<file path="src/rtl/generatore_di_sequenza.sv">
// Moore generator of the symbol sequence 11,01,10 repeated n_rip times,
// with GAP idle symbols between repetitions and a one-cycle done pulse at the end.
module generatore_di_sequenza #(
    parameter int unsigned GAP      = 1,
    parameter logic [1:0]  IDLE_SYM = 2'b00
) (
    input  logic       clock,
    input  logic       reset,
    input  logic       start,
    input  logic       abort,
    input  logic [3:0] n_rip,
    output logic [1:0] x1_x0,
    output logic       valid,
    output logic       busy,
    output logic       done
);

    typedef enum logic [2:0] {
        StIdle,
        StT11,
        StT01,
        StT10,
        StGapw,
        StDone
    } state_e;

    localparam logic [3:0] GapLoad = 4'(GAP);

    state_e     state_q, state_d;
    logic [3:0] rep_cnt_q, rep_cnt_d;
    logic [3:0] gap_cnt_q, gap_cnt_d;

    always_ff @(posedge clock or posedge reset) begin
        if (reset) begin
            state_q   <= StIdle;
            rep_cnt_q <= 4'd0;
            gap_cnt_q <= 4'd0;
        end else begin
            state_q   <= state_d;
            rep_cnt_q <= rep_cnt_d;
            gap_cnt_q <= gap_cnt_d;
        end
    end

    always_comb begin
        state_d   = state_q;
        rep_cnt_d = rep_cnt_q;
        gap_cnt_d = gap_cnt_q;
        unique case (state_q)
            StIdle: begin
                // abort wins over start; a zero count is simply not accepted
                if (start && !abort && (n_rip != 4'd0)) begin
                    rep_cnt_d = n_rip;
                    state_d   = StT11;
                end
            end
            StT11: state_d = abort ? StIdle : StT01;
            StT01: state_d = abort ? StIdle : StT10;
            StT10: begin
                if (abort) begin
                    state_d = StIdle;
                end else begin
                    rep_cnt_d = rep_cnt_q - 4'd1;
                    if (rep_cnt_q <= 4'd1) begin
                        state_d = StDone;
                    end else if (GapLoad == 4'd0) begin
                        state_d = StT11;
                    end else begin
                        gap_cnt_d = GapLoad;
                        state_d   = StGapw;
                    end
                end
            end
            StGapw: begin
                if (abort) begin
                    state_d = StIdle;
                end else begin
                    gap_cnt_d = gap_cnt_q - 4'd1;
                    if (gap_cnt_q <= 4'd1) begin
                        state_d = StT11;
                    end
                end
            end
            StDone: state_d = StIdle;
            default: state_d = StIdle;
        endcase
    end

    always_comb begin
        x1_x0 = IDLE_SYM;
        valid = 1'b0;
        done  = 1'b0;
        busy  = (state_q != StIdle);
        unique case (state_q)
            StT11: begin
                x1_x0 = 2'b11;
                valid = 1'b1;
            end
            StT01: begin
                x1_x0 = 2'b01;
                valid = 1'b1;
            end
            StT10: begin
                x1_x0 = 2'b10;
                valid = 1'b1;
            end
            StDone: done = 1'b1;
            default: ;
        endcase
    end

endmodule

</file>
<file path="config.mk">
export PLATFORM = sky130hd
export DESIGN_NAME = generatore_di_sequenza
export DESIGN_NICKNAME = d
export VERILOG_FILES = /design/src/rtl/generatore_di_sequenza.sv
export SDC_FILE = /design/constraint.sdc
export NUM_CORES = 1
export LEC_CHECK = 0
export CORE_ASPECT_RATIO = 1.5
export CORE_MARGIN = 2
export CORE_UTILIZATION = 30
export CTS_CLUSTER_SIZE = 40
export DETAILED_ROUTE_END_ITERATION = 12
export PLACE_DENSITY_LB_ADDON = 0.1
export SETUP_SLACK_MARGIN = 0.15
export SYNTH_ARGS = -nofsm -noshare
export SYNTH_HDL_FRONTEND = slang
export SYNTH_SLANG_ARGS = --single-unit
</file>
<file path="constraint.sdc">
create_clock -name clock -period 1.65 [get_ports clock]
set_input_delay 0.2475 -clock clock [delete_from_list [all_inputs] [get_ports clock]]
set_output_delay 0.2475 -clock clock [all_outputs]
set_load 0.01 [all_outputs]
</file>
==> flow_summary_export.csv <==
group,metric,value,unit
detailed_routing,detailedRoute.firstIterationViolations,12,
synth,postSynthAreaPerCell,9.146,µm²
timing,timing.max_slew.rel_slack,71.49,%
pwr,power_per_cell_area,1481,nW/µm²
clocking,cts.sink_count,11,
timing,slew_viol_final,0,
placed_design,io_buffer_count,12,
synth,synthTopCellsByArea,"sky130_fd_sc_hd__dfrtp_1, sky130_fd_sc_hd__ha_1, sky130_fd_sc_hd__nor2_1",
critical_path,number_of_cells_on_the_critical_path,5,
clocking,ctsLongestPathBuffers,2,
critical_path,critical_path.n_buffers_inverters,1,
critical_path,cp.arrival,1770,ps
timing,finalHoldViolCount,0,
timing,period_share,97.30,%
synth,ys_ff_latch,11,
timing,post_route_minimum_period,1605,ps
grt,antenna_found_initial,0,
die,start_util,31.36,%
die,boundaryPins,13,
outcome,result_of_the_run,"complete, no violations",
critical_path,worst_r2r_startpoint,"state_q[0]",
critical_path,cpLargestDelayFamily,"simple AND/OR/NAND/NOR gates",
critical_path,crit_path_start_kind,"register",
grt,grt_start_max_net_pins,12,
synth,postSynth.topFlopCell,"sky130_fd_sc_hd__dfrtp_1",
synth,seq_area_frac_synth,35.83,%
synth,post_synth_inst_count,84,
finish,antenna_diodes,0,
timing,tightest_slew,427.2,ps
clocking,numCtsBuffers,3,
synth,yosys_warnings,0,
synth,synth_fp_nets,96,
critical_path,timing.critical_path.cells,"buf_6 -> or4b_4 -> nor4_4 -> xnor2_1 -> nor2_2",
grt,grt_overflow_total,0,
detailed_routing,routed_vias_inst,4.941,
timing,setup_repair_after_global_routing_missed_its_margin,"true",
detailed_routing,detail_route.wl_per_cell,12.38,µm
synth,async_reset_ff_share,100.0,%
detailed_routing,wl,1881,µm
timing,worst_clock_skew,7.987,ps
finish,finish.net_count,141,
synth,syn_area,768.2,µm²
grt,global_routing_usage_summed_across_all_routing_layers,14.64,%
detailed_routing,total_via_count_after_detailed_routing,751,
flow_run,timing.max_cap.violations,0,
pwr,leakagePower,0.5554,nW
synth,post-synth-top-area-fraction,35.83,%
detailed_routing,drcViolationCount,0,
placed_design,hpwlAfterDp,1389,µm
clocking,clock_tree.root_cell,"sky130_fd_sc_hd__clkbuf_4",
synth,yosys.area.top_type,"sky130_fd_sc_hd__dfrtp_1",
timing,achievable-frequency,622.9,MHz
die,coreArea,2450,µm²
timing,setup_tns,0,ps
die,chip_height,65.98,µm
critical_path,worstSetupEndpointType,"register",
die,die_area,2990,µm²
grt,grt_first_pass_wirelength,3180,µm
die,die_w,45.32,µm
critical_path,critical-path-max-stage-delay,550,ps
synth,synth_edf_count,0,
worst_hold_path,hp-class,"input pin to async pin",
finish,share_of_the_core_filled_with_cells,49.18,%
clocking,cts_tree,"done",
placed_design,finalWeightedCongestion,0.7056,
critical_path,critPathKind,"register to register",
detailed_routing,length_of_the_first_detailed_routing_pass_in_iterations,4,
critical_path,timing.reg2reg.worst_path_depth,5,
critical_path,critPathRequiredTime,1810,ps
finish,post_route_cells_drive_above_1_share,44.53,%
critical_path,timing.critical_path.fanout_max,6,
grt,first_global_vias,774,
detailed_routing,route.antenna.remaining_nets,0,
die,row_count,22,
finish,fillCellCount,243,
pwr,peak_supply_drop,0.5446,mV
synth,netlist-cell-type-count,35,
finish,area_delta_synth_final,56.84,%
timing,setup_viol,0,
critical_path,worst_reg2reg_path_endpoint,"gap_cnt_q[3]",
critical_path,worst-r2r-setup-slack,40,ps
clocking,htree_levels,1,
critical_path,crit_slowest_cell,"sky130_fd_sc_hd__or4b_4",
clocking,cts.reportedPaths.clkPinSlew,70,ps
clocking,clock_insertion_delay_worst_skew,270,ps
## layer usage
layer / vias to the layer above / wire length (µm) / GRT usage [%]
met2: 13 / 1028 / 26.07
li1: 386 / - / -
met3: 6 / 61 / 1.913
met1: 346 / 737 / 15.16
met4: 0 / 53 / 9.559
met5: - / 0 / 0
## cells by family after synthesis
logic type / count (synthesis) / share of synthesized area, %
adder cells (fa/ha/maj): 5 / 7.818
AND/OR/NAND/NOR: 37 / 30.46
AO/OA/AOI/OAI: 17 / 14.82
flip-flops: 11 / 35.83
buffers and inverters: 10 / 6.188
XOR/XNOR: 3 / 3.421
multiplexers: 1 / 1.466
## layout by cell type (no fill, tap or decap), types with 2 or more instances in the layout
| cell type | n |
|---|---|
| sky130_fd_sc_hd__buf_4 | 28 |
| sky130_fd_sc_hd__nor2_1 | 11 |
| sky130_fd_sc_hd__dfrtp_1 | 8 |
| sky130_fd_sc_hd__clkdlybuf4s50_1 | 7 |
| sky130_fd_sc_hd__nand2_1 | 5 |
| sky130_fd_sc_hd__inv_1 | 5 |
| sky130_fd_sc_hd__o21ai_0 | 4 |
| sky130_fd_sc_hd__nor3_1 | 4 |
| sky130_fd_sc_hd__buf_6 | 4 |
| sky130_fd_sc_hd__a21oi_1 | 3 |
| sky130_fd_sc_hd__ha_1 | 3 |
| sky130_fd_sc_hd__clkbuf_4 | 3 |
| sky130_fd_sc_hd__dfrtp_2 | 3 |
| sky130_fd_sc_hd__nor3_4 | 2 |
| sky130_fd_sc_hd__nor2_2 | 2 |
| sky130_fd_sc_hd__o22ai_1 | 2 |
| sky130_fd_sc_hd__nor3b_1 | 2 |
| sky130_fd_sc_hd__o2bb2ai_1 | 2 |
| sky130_fd_sc_hd__xnor2_1 | 2 |
| sky130_fd_sc_hd__o22a_1 | 2 |
| sky130_fd_sc_hd__buf_2 | 2 |
| sky130_fd_sc_hd__clkbuf_2 | 2 |
## through the flow
step | instance area [µm²] | setup slack [ps] | hold WS (ps) | total power, mW | cells
CTS | 1121 | 21.20 | 274.6 | 1.626 | 146
finish | 1205 | 44.52 | 268.2 | 1.785 | 152
global placement | 1006 | -181.7 | 524.7 | 1.336 | 131
global route | 1205 | -8.590 | 308.8 | 1.948 | 152
floorplan | 768.2 | 126.5 | 99.94 | 1.017 | 84
detailed placement | 1006 | -177.3 | 536.4 | 1.353 | 131
## cell type report
| type | instances | area, µm² | area share (%) |
|---|---|---|---|
| inverter | 6 | 22.52 | 1.869 |
| clock buffer | 4 | 26.28 | 2.181 |
| tap | 24 | 30.03 | 2.492 |
| sequential | 11 | 279.0 | 23.16 |
| timing repair buffer | 44 | 354.1 | 29.39 |
| multi-input combinational | 63 | 493.0 | 40.91 |
## power by group
| group | total [mW] | switching (mW) | internal [mW] |
|---|---|---|---|
| registers | 0.523 | 0.138 | 0.384 |
| clock network | 0.181 | 0.0870 | 0.0936 |
| logic | 1.08 | 0.477 | 0.605 |
## flip-flops by register name, summed over array words and instances (netlist names)
signal,cells
rep_cnt_q,4
gap_cnt_q,4
state_q,3
## synth_stat cells (all sizes together) (2+ instances only)
cell,instances
nor2,13
nand2,5
inv,6
xnor2,2
nor4,2
o21ai,4
nor3,7
a21oi,3
ha,4
nor3b,2
o2bb2ai,2
buf,3
o22a,2
dfrtp,11
o22ai,2
## worst max-delay path by stage
stage / start / end / slack (ps)
after global routing: state_q[0] / gap_cnt_q[3] / -9
after detailed placement: n_rip[2] / rep_cnt_q[1] / -180
after global placement: n_rip[2] / rep_cnt_q[1] / -180
after floorplan: state_q[0] / gap_cnt_q[3] / 130
after CTS: state_q[0] / busy / 20
final: state_q[0] / gap_cnt_q[3] / 40
## worst register-to-register path: cells and delay by family (launching register included)
| family | cells | cell delay (ps) |
|---|---|---|
| DFF | 1 | 450 |
| xor gates and xnor gates | 1 | 170 |
| and+or+nand+nor | 3 | 750 |
| buffers and inverters | 1 | 130 |
## what timing repair did
action / CTS / global route
endpoints found under the setup margin: 10 / 11
hold buffers: 0 / 0
resized for setup: 20 / 14
pin swaps: 3 / 6
buffers inserted: 11 / 6
Power figures use the tool's default switching activity.
